File: config.mk
export PLATFORM = sky130hd
export DESIGN_NAME = ahb_mem_slave_flat
export DESIGN_NICKNAME = d
export VERILOG_FILES = /design/src/rtl/ahb_pkg.sv /design/src/rtl/ahb_mem_slave_if.sv /design/src/rtl/ahb_sp_ram.sv /design/src/rtl/ahb_mem_slave.sv /design/src/flat_wrapper.sv
export SDC_FILE = /design/constraint.sdc
export NUM_CORES = 2
export LEC_CHECK = 0
export ABC_CLOCK_PERIOD_IN_PS = 5700
export BUFFER_PORTS_ARGS = -buffer_cell sky130_fd_sc_hd__buf_2
export CORE_ASPECT_RATIO = 1.25
export CORE_MARGIN = 5
export CORE_UTILIZATION = 55
export DETAILED_ROUTE_END_ITERATION = 8
export HOLD_SLACK_MARGIN = 0.02
export PLACE_DENSITY = 0.71
export SLEW_MARGIN = 40
export SYNTH_ARGS = -nofsm -noshare
export SYNTH_HDL_FRONTEND = slang
export SYNTH_HIERARCHICAL = 1
export SYNTH_SLANG_ARGS = --single-unit
File: constraint.sdc
create_clock -name hclk -period 5.7 [get_ports hclk]
set_clock_uncertainty 0.1 [all_clocks]
set_input_delay 0.285 -clock hclk [delete_from_list [all_inputs] [get_ports hclk]]
set_output_delay 0.285 -clock hclk [all_outputs]
set_load 0.03 [all_outputs]
File: src/rtl/ahb_pkg.sv
// Shared AHB-Lite encodings and small decode helpers for the memory slave.
package ahb_pkg;

    // Transfer type carried on htrans
    typedef enum logic [1:0] {
        HTRANS_IDLE   = 2'd0,
        HTRANS_BUSY   = 2'd1,
        HTRANS_NONSEQ = 2'd2,
        HTRANS_SEQ    = 2'd3
    } htrans_e;

    // Transfer size carried on hsize (only the three legal sizes are named)
    typedef enum logic [2:0] {
        HSIZE_BYTE = 3'd0,
        HSIZE_HALF = 3'd1,
        HSIZE_WORD = 3'd2
    } hsize_e;

    // Slave response carried on hresp
    typedef enum logic {
        HRESP_OKAY  = 1'b0,
        HRESP_ERROR = 1'b1
    } hresp_e;

    // Slave FSM state encoding
    typedef enum logic [1:0] {
        ST_IDLE = 2'd0,
        ST_DATA = 2'd1,
        ST_ERR1 = 2'd2,
        ST_ERR2 = 2'd3
    } state_e;

    // Byte lanes touched by a transfer of the given size at the given low address bits
    function automatic logic [3:0] lane_mask(input logic [2:0] size, input logic [1:0] lo);
        logic [3:0] mask;
        mask = 4'b0000;
        case (size)
            HSIZE_BYTE: mask = 4'b0001 << lo;
            HSIZE_HALF: mask = lo[1] ? 4'b1100 : 4'b0011;
            HSIZE_WORD: mask = 4'b1111;
            default:    mask = 4'b0000;
        endcase
        return mask;
    endfunction

    // True when a legal size is not naturally aligned
    function automatic logic misaligned(input logic [2:0] size, input logic [1:0] lo);
        return ((size == HSIZE_HALF) && lo[0]) ||
               ((size == HSIZE_WORD) && (lo != 2'b00));
    endfunction

endpackage

File: src/rtl/ahb_mem_slave_if.sv
// AHB-Lite slave-side bus bundle: master mux / decoder inputs and slave responses.
interface ahb_mem_slave_if;
    logic        hsel;
    logic [31:0] haddr;
    logic        hwrite;
    logic [2:0]  hsize;
    logic [2:0]  hburst;
    logic [3:0]  hprot;
    logic [1:0]  htrans;
    logic        hmastlock;
    logic        hready;
    logic [31:0] hwdata;
    logic        hreadyout;
    logic        hresp;
    logic [31:0] hrdata;

    modport master (
        output hsel, haddr, hwrite, hsize, hburst, hprot, htrans, hmastlock, hready, hwdata,
        input  hreadyout, hresp, hrdata
    );

    modport slave (
        input  hsel, haddr, hwrite, hsize, hburst, hprot, htrans, hmastlock, hready, hwdata,
        output hreadyout, hresp, hrdata
    );
endinterface

File: src/rtl/ahb_sp_ram.sv
// Single-port DEPTH x 32 memory, one byte-wide array per lane, byte-enable write, async read.
module ahb_sp_ram #(
    parameter int DEPTH = 64,
    parameter int AW    = 6
) (
    input  logic          clk,
    input  logic          we,
    input  logic [3:0]    be,
    input  logic [AW-1:0] addr,
    input  logic [31:0]   wdata,
    output logic [31:0]   rdata
);

    genvar gi;
    generate
        for (gi = 0; gi < 4; gi++) begin : g_lane
            logic [7:0] mem [DEPTH];

            // Lane write: only when this lane is enabled; no reset, contents persist
            always_ff @(posedge clk) begin
                if (we && be[gi]) begin
                    mem[addr] <= wdata[gi*8 +: 8];
                end
            end

            assign rdata[gi*8 +: 8] = mem[addr];
        end
    endgenerate

endmodule

File: src/rtl/ahb_mem_slave.sv
// AHB-Lite memory slave: programmable wait states, byte-lane writes, two-cycle ERROR.
import ahb_pkg::*;

module ahb_mem_slave #(
    parameter int DEPTH       = 64,
    parameter int WAIT_STATES = 1
) (
    input  logic       hclk,
    input  logic       hreset,
    ahb_mem_slave_if.slave bus
);

    localparam int AW = (DEPTH > 1) ? $clog2(DEPTH) : 1;

    state_e      state_q, state_d;
    logic [3:0]  cnt_q, cnt_d;
    logic [31:0] addr_q, addr_d;
    logic        write_q, write_d;
    logic [2:0]  size_q, size_d;
    logic        hreadyout_q, hreadyout_d;
    logic        hresp_q, hresp_d;

    logic        accept;
    logic        acc_err;
    logic        complete;
    logic        take;

    logic        ram_we;
    logic [3:0]  ram_be;
    logic [31:0] ram_rdata;

    // Address-phase qualification and the error check on the live bus
    always_comb begin
        accept   = bus.hsel && bus.hready && bus.htrans[1];
        acc_err  = (bus.haddr[31:2] >= 30'(DEPTH)) ||
                   (bus.hsize > 3'(HSIZE_WORD)) ||
                   misaligned(bus.hsize, bus.haddr[1:0]);
        complete = (state_q == ST_DATA) && (cnt_q == 4'd0);
    end

    // Next-state, wait counter, captured address phase and registered responses
    always_comb begin
        state_d = state_q;
        cnt_d   = cnt_q;
        addr_d  = addr_q;
        write_d = write_q;
        size_d  = size_q;
        take    = 1'b0;

        case (state_q)
            ST_IDLE: take = accept;
            ST_DATA: begin
                if (cnt_q != 4'd0) begin
                    cnt_d = cnt_q - 4'd1;
                end else begin
                    state_d = ST_IDLE;
                    take    = accept;
                end
            end
            ST_ERR1: state_d = ST_ERR2;
            // A transfer offered during the second error cycle is dropped on purpose
            ST_ERR2: state_d = ST_IDLE;
            default: state_d = ST_IDLE;
        endcase

        if (take) begin
            addr_d  = bus.haddr;
            write_d = bus.hwrite;
            size_d  = bus.hsize;
            if (acc_err) begin
                state_d = ST_ERR1;
            end else begin
                state_d = ST_DATA;
                cnt_d   = 4'(WAIT_STATES);
            end
        end

        // Outputs are precomputed from the next state so they come straight off flops
        hreadyout_d = !((state_d == ST_ERR1) || ((state_d == ST_DATA) && (cnt_d != 4'd0)));
        hresp_d     = (state_d == ST_ERR1) || (state_d == ST_ERR2);
    end

    // State register with synchronous reset; memory is not touched by reset
    always_ff @(posedge hclk) begin
        if (hreset) begin
            state_q     <= ST_IDLE;
            cnt_q       <= 4'd0;
            addr_q      <= 32'd0;
            write_q     <= 1'b0;
            size_q      <= 3'd0;
            hreadyout_q <= 1'b1;
            hresp_q     <= HRESP_OKAY;
        end else begin
            state_q     <= state_d;
            cnt_q       <= cnt_d;
            addr_q      <= addr_d;
            write_q     <= write_d;
            size_q      <= size_d;
            hreadyout_q <= hreadyout_d;
            hresp_q     <= hresp_d;
        end
    end

    // Write fires in the completing cycle; a reset in that cycle cancels it
    always_comb begin
        ram_we = complete && write_q && !hreset;
        ram_be = lane_mask(size_q, addr_q[1:0]);
    end

    ahb_sp_ram #(
        .DEPTH (DEPTH),
        .AW    (AW)
    ) u_ram (
        .clk   (hclk),
        .we    (ram_we),
        .be    (ram_be),
        .addr  (addr_q[AW+1:2]),
        .wdata (bus.hwdata),
        .rdata (ram_rdata)
    );

    assign bus.hreadyout = hreadyout_q;
    assign bus.hresp     = hresp_q;
    assign bus.hrdata    = (complete && !write_q) ? ram_rdata : 32'd0;

    // Burst, protection, lock, SEQ-vs-NONSEQ and high address bits carry no meaning here
    logic unused_ok;
    assign unused_ok = ^{bus.hburst, bus.hprot, bus.hmastlock, bus.htrans[0], addr_q[31:AW+2]};

endmodule

File: src/flat_wrapper.sv
// flat-port wrapper written by rule: the top's interface ports become plain ports
module ahb_mem_slave_flat 
#(
    parameter int DEPTH       = 64,
    parameter int WAIT_STATES = 1
)
  (hclk, hreset, bus_hsel, bus_haddr, bus_hwrite, bus_hsize, bus_hburst, bus_hprot, bus_htrans, bus_hmastlock, bus_hready, bus_hwdata, bus_hreadyout, bus_hresp, bus_hrdata);
  ahb_mem_slave_if bus_i ();
  input  logic hclk;
  input  logic hreset;
  input wire logic [$bits(bus_i.hsel)-1:0] bus_hsel;
  input wire logic [$bits(bus_i.haddr)-1:0] bus_haddr;
  input wire logic [$bits(bus_i.hwrite)-1:0] bus_hwrite;
  input wire logic [$bits(bus_i.hsize)-1:0] bus_hsize;
  input wire logic [$bits(bus_i.hburst)-1:0] bus_hburst;
  input wire logic [$bits(bus_i.hprot)-1:0] bus_hprot;
  input wire logic [$bits(bus_i.htrans)-1:0] bus_htrans;
  input wire logic [$bits(bus_i.hmastlock)-1:0] bus_hmastlock;
  input wire logic [$bits(bus_i.hready)-1:0] bus_hready;
  input wire logic [$bits(bus_i.hwdata)-1:0] bus_hwdata;
  output wire logic [$bits(bus_i.hreadyout)-1:0] bus_hreadyout;
  output wire logic [$bits(bus_i.hresp)-1:0] bus_hresp;
  output wire logic [$bits(bus_i.hrdata)-1:0] bus_hrdata;
  assign bus_i.hsel = bus_hsel;
  assign bus_i.haddr = bus_haddr;
  assign bus_i.hwrite = bus_hwrite;
  assign bus_i.hsize = bus_hsize;
  assign bus_i.hburst = bus_hburst;
  assign bus_i.hprot = bus_hprot;
  assign bus_i.htrans = bus_htrans;
  assign bus_i.hmastlock = bus_hmastlock;
  assign bus_i.hready = bus_hready;
  assign bus_i.hwdata = bus_hwdata;
  assign bus_hreadyout = bus_i.hreadyout;
  assign bus_hresp = bus_i.hresp;
  assign bus_hrdata = bus_i.hrdata;
  ahb_mem_slave #(.DEPTH(DEPTH), .WAIT_STATES(WAIT_STATES)) u_core (.hclk(hclk), .hreset(hreset), .bus(bus_i));
endmodule
### Word level (Yosys, flattened, before mapping)

Memories as Yosys holds them, arrays and structs flattened. A register that Yosys moved wholly into a read port is not among the register bits.
Cells that the tools add are included.

| storage, ports and cells | value |
|---|---|
| input port bits | 82 |
| memories | 4 |
| bits in writable memories | 2048 |
| register bits after elaboration | 20 |

| cells by class | value |
|---|---|
| reductions and logical operators | 27 |
| multiplexer cells | 29 |
| equality and inequality tests | 10 |
| $add $sub $neg | 1 |
| $lt $le $gt $ge | 2 |
| shifts and indexed selects | 1 |

Memory list:

| name | words | width | read ports | clocked after memory_dff | write ports | RTL line | text |
|---|---|---|---|---|---|---|---|
| u_core.u_ram.g_lane[0].mem | 64 | 8 | 1 | 1 | 1 | ahb_sp_ram.sv:17 | `logic [7:0] mem [DEPTH];` |
| u_core.u_ram.g_lane[1].mem | 64 | 8 | 1 | 1 | 1 | ahb_sp_ram.sv:17 |  |
| u_core.u_ram.g_lane[2].mem | 64 | 8 | 1 | 1 | 1 | ahb_sp_ram.sv:17 |  |
| u_core.u_ram.g_lane[3].mem | 64 | 8 | 1 | 1 | 1 | ahb_sp_ram.sv:17 |  |

Operators with widths:

| operator | count |
|---|---|
| $mux W6 | 8 |
| $mux W32 | 1 |
| $ge A30 B7 Y1 const B | 1 |
| $mux W4 | 5 |
| $logic_and A1 B1 Y1 | 13 |
| $pmux W4 S3 | 1 |
| $mux W1 | 9 |
| $eq A2 B2 Y1 const B | 4 |
| $reduce_bool A4 Y1 | 2 |
| $eq A3 B1 Y1 const B | 2 |
| $eq A3 B2 Y1 const B | 2 |
| $mux W2 | 3 |
| $pmux W2 S3 | 1 |
| $logic_or A1 B1 Y1 | 5 |
| $eq A2 B1 Y1 const B | 2 |
| $logic_not A4 Y1 | 1 |
| $shl A1 B2 Y4 const A | 1 |
| $sub A4 B1 Y4 const B | 1 |
| $gt A3 B2 Y1 const B | 1 |
| $logic_not A1 Y1 | 3 |
| $logic_not A3 Y1 | 1 |
| $logic_not A2 Y1 | 1 |
| $pmux W1 S2 | 1 |
| $reduce_bool A2 Y1 | 1 |

### Logic depth before layout (Yosys ltp)

| depth | value |
|---|---|
| word-level depth | 10 |
| mapped depth | 12 |
| gate-level depth less buffers | 8 |

### Cells and area by module

Netlist, hierarchy kept.

By module, submodules not included:

| module | seq. area each (µm²) | cells an instance | instances | area an instance (µm²) |
|---|---|---|---|---|
| ahb_sp_ram | 61499.0 | 4423 | 1 | 78684.2 |
| ahb_mem_slave | 400.4 | 148 | 1 | 1192.4 |

### Worst setup path after synthesis

Ideal clock, no wire load.

| timing path | value |
|---|---|
| path type | flip-flop to output port |
| from | register, netlist name u_core/addr_q[4] |
| to | output bus_hrdata[19] |
| data required time | 5315 ps |
| slack | 2841 ps |
| cell stages (with the launch flop) | 9 |
| data arrival time | 2474 ps |
| path through | dfxtp_1 > buf_4 > buf_2 > buf_1 > mux4_2 > a221oi_1 > o22ai_1 > or4_1 > and2_1 |

RTL lines:

| what | RTL line | text |
|---|---|---|
| to (decl) | flat_wrapper.sv:23 | `output wire logic [$bits(bus_i.hrdata)-1:0] bus_hrdata;` |

==> run_results.csv <==
group,metric,value,unit
cts,cts-htree-levels,4,
logic_synthesis,syn_area_per_cell,17.5,um^2
floorplanning,rows,156,
cts,cts_root_buf,"sky130_fd_sc_hd__clkbuf_16",
logic_synthesis,synthCells,4571,
detailed_routing,drtIter0Drc,6721,
detailed_routing,via_count,46300,
final_layout,nFillCells,9965,
cts,cts.sinks,2068,
timing,finalWorstSetupSlack,0.186,ns
grt,pin_count_of_the_biggest_net_entering_global_routing,103,
setup_path,worstSetupPathType,"register to primary output",
grt,use_met3,0.0589,
timing,fin_tns_setup,0,ns
setup_path,worst-endpoint-arrival,5.13,ns
grt,antenna_found_initial,20,
grt,grt_pass1_vias,45100,
logic_synthesis,yosys_register_bits,2068,
grt,grt-busiest-layer,"met2",
setup_path,number_of_cell_instances_on_the_worst_register_to_register_path,7,
cts,clk_latency,0.80,ns
cts,clk_transition_reported_paths,0.06,ns
grt,grt_pass1_wl,313000,um
logic_synthesis,synth.largest_area_cell,"sky130_fd_sc_hd__edfxtp_1",
timing,post-route-period-util,0.967,
floorplanning,floorplan.die.width,351,um
setup_path,reg2reg_setup_slack,1.31,ns
setup_path,crit_end,"bus_hrdata[21]",
cts,max-clock-path-buffers,3,
logic_synthesis,unique_masters_post_synth,60,
timing,fin_crit,5.51,ns
cts,post_cts.repair.setup_buffers,0,
detailed_routing,avgRoutedWirePerCell,32.0,um
floorplanning,die_area,153000,um^2
detailed_routing,viasPerCell,6.80,
grt,groute.layer.met2.usage,0.447,
setup_path,setup.worst_path.end_class,"primary output",
floorplanning,boundaryPins,116,
floorplanning,die_y,436,um
pwr,p_comb_frac,0.043,
logic_synthesis,synth_top_area_frac,0.770,
place,gp_routability_congestion,0.888,
setup_path,cp_max_fo,30,
setup_path,critical_path.reg2reg.endpoint,"u_core/u_ram/g_lane[2].mem[42][0]",
pwr,switching_share,0.208,
setup_path,critical_path_startpoint_category,"register",
cts,postCtsResizedCells,0,
cts,tritoncts,"yes",
timing,max_slew.worst_pin.slew,0.934,ns
final_layout,multi_input_area,16700,um^2
setup_path,timing_startpoint_of_the_critical_path,"u_core/addr_q[2]",
floorplanning,coreArea,144000,um^2
pwr,internal-power,24100,uW
final_layout,synthToLayoutAreaGrowth,12.4,%
outcome,outcome,"finished clean",
logic_synthesis,synth.net_count,4654,
detailed_routing,totalWireLength,218000,um
place,dp_hpwl,132000,um
timing,highest_clock_rate,0.181,GHz
timing,hold_viol,0,
logic_synthesis,synth.yosys.seq_area_share,0.775,
timing,setup_viol,0,
pwr,power.share.clock,0.407,
logic_synthesis,synth-edff-count,2048,
timing,timing.hold.ws,0.0482,ns
timing,max-slew-margin-rel,0.376,
final_layout,layout-drive-gt1-share,0.171,
setup_path,critical_path.reg2reg.startpoint,"u_core/addr_q[3]",
place,post-place-ws,1.36,ns
grt,grtUsageMet1,0.384,
pwr,irDropWorstVdd,0.000285,V
final_layout,final_net_count,4834,
final_layout,seqCellArea,61900,um^2
pwr,cellLeakagePower,0.0274,uW
place,number_of_buffers_added_on_ports,106,
setup_path,required,5.32,ns
detailed_routing,remaining_drc_errors,0,
logic_synthesis,asyncSetResetFlopFracSynth,0,
pwr,p_switching,6310,uW
cts,tritoncts.num_buffers,186,
logic_synthesis,synthTopCellsByArea,"sky130_fd_sc_hd__edfxtp_1 (77%), sky130_fd_sc_hd__mux4_2 (3.5%), sky130_fd_sc_hd__a22oi_1 (3.1%)",
pwr,power.density,339,nW/um^2
logic_synthesis,synth_ff_type,"sky130_fd_sc_hd__edfxtp_1",
final_layout,utilization,0.622,
detailed_routing,drt.antenna.violating_nets,0,
floorplanning,initial_utilization,0.553,
grt,grt_remaining_overflow,0,
worst_hold_path,timing.hold.worst.class,"primary input to register",
worst_hold_path,worstHoldPathCells,2,
run,max-cap-violations,0,
timing,report.final.slew_viol_count,0,
timing,rsz0062_at_grt,"false",
pwr,pwr-share-seq,0.550,
logic_synthesis,synthesis.area,79900,um^2
detailed_routing,drt_first_pass_iters,9,
grt,grt_util_all_layers,0.283,
logic_synthesis,synth.yosys.warnings,6,
==> synth_stat cells (all sizes together), types with 14 or more instances <==
library cell,number
mux2,75
or4,30
edfxtp,2048
a221o,17
a21oi,90
o2bb2ai,15
and2,40
o21ai,74
o22ai,212
buf,145
nor3,23
a221oi,179
clkbuf,191
a22oi,331
dfxtp,20
nand2,106
nand4,17
a211oi,33
mux4,125
nor2,421
nand3,18
mux2i,184
o31ai,27
a222oi,15
and3,14
a22o,31
a311oi,16
==> kinds of logic (layout without fill, tap and decap cells) <==
kind of cell | after synthesis | count (layout) | share of synthesized area
compound gates | 1066 | 1066 | 0.0969
xor+xnor | 1 | 1 | 0.000110
fa+ha+maj | 1 | 1 | 0.000157
buf+inv | 345 | 677 | 0.0195
flops | 2068 | 2068 | 0.775
mux | 384 | 384 | 0.0695
other cells | 0 | 14 | 0
simple gates | 706 | 706 | 0.0389
==> power groups by stage <==
stage,Clock (uW),Sequential (uW),Combinational [uW]
floorplan,0,17000,585
global placement,0,17000,1220
detailed placement,0,17000,1260
CTS,12500,16700,1290
global route,13200,16700,1360
finish,12400,16700,1310
==> registers in the layout, indices dropped and copies added, names as in the netlist <==
register	count
u_core/addr_q	8
u_core/bus.hreadyout	1
u_core/bus.hresp	1
u_core/cnt_q	4
u_core/size_q	3
u_core/state_q	2
u_core/u_ram/g_lane.mem	2048
u_core/write_q	1
==> what timing repair did <==
action | 4_1_cts | 5_1_grt
endpoints found under the setup margin | 0 | 0
hold buffers | 58 | 0
hold endpoints to repair | 732 | 0
==> per-stage QoR <==
| step | cells | total power [uW] | area, um^2 |
|---|---|---|---|
| floorplan | 4571 | 17600 | 79900 |
| global placement | 6396 | 18300 | 82800 |
| detailed placement | 6400 | 18300 | 83000 |
| CTS | 6798 | 30500 | 89600 |
| global route | 6802 | 31200 | 89800 |
| finish | 6813 | 30400 | 89800 |
==> layout by cell type, fill, tap and decap left out, types with 89 or more instances in the layout <==
cell type                      n
sky130_fd_sc_hd__clkbuf_16   191
sky130_fd_sc_hd__mux2i_1     184
sky130_fd_sc_hd__mux4_2      125
sky130_fd_sc_hd__buf_4       149
sky130_fd_sc_hd__a22oi_1     331
sky130_fd_sc_hd__o22ai_1     212
sky130_fd_sc_hd__nand2_1     102
sky130_fd_sc_hd__buf_2        95
sky130_fd_sc_hd__a21oi_1      89
sky130_fd_sc_hd__nor2_1      350
sky130_fd_sc_hd__a221oi_1    179
sky130_fd_sc_hd__edfxtp_1   2048
==> cell type report <==
| class | count | area share |
|---|---|---|
| Timing Repair Buffer | 328 | 0.0302 |
| Clock inverter | 116 | 0.0121 |
| Tap cell | 1896 | 0.0264 |
| Multi-Input combinational cell | 2158 | 0.186 |
| Sequential cell | 2068 | 0.689 |
| Antenna cell | 14 | 0.000390 |
| Clock buffer | 224 | 0.0546 |
| Inverter | 9 | 0.000432 |
==> how the worst min path moves through the flow <==
stage                                 from                                 to
after floorplan              bus_hwdata[0]   u_core/u_ram/g_lane[0].mem[0][0]
after global placement    u_core/size_q[2]                   u_core/size_q[2]
after detailed placement  u_core/size_q[2]                   u_core/size_q[2]
after CTS                   bus_hwdata[26]  u_core/u_ram/g_lane[3].mem[28][2]
after global routing        bus_hwdata[21]  u_core/u_ram/g_lane[2].mem[26][5]
final                       bus_hwdata[21]  u_core/u_ram/g_lane[2].mem[26][5]
==> worst max-delay path: stages (launching register included) <==
cell and delay [ns]:
sky130_fd_sc_hd__dfxtp_4 0.55, sky130_fd_sc_hd__clkinv_2 0.67, sky130_fd_sc_hd__nand2_2 0.89, sky130_fd_sc_hd__buf_4 0.45, sky130_fd_sc_hd__o22ai_1 0.16, sky130_fd_sc_hd__nor2_1 0.16
sky130_fd_sc_hd__o22ai_1 0.14, sky130_fd_sc_hd__or4_1 0.82, sky130_fd_sc_hd__and2_1 0.26, sky130_fd_sc_hd__buf_2 0.17
==> metal layers <==
layer	vias up	wire, um	part of all wire
met5	-	41	0.00019
met4	6	10900	0.050
met3	587	23800	0.11
met2	3064	104000	0.48
met1	23500	79300	0.36
li1	19100	-	-
(Power assumes the default switching activity.)
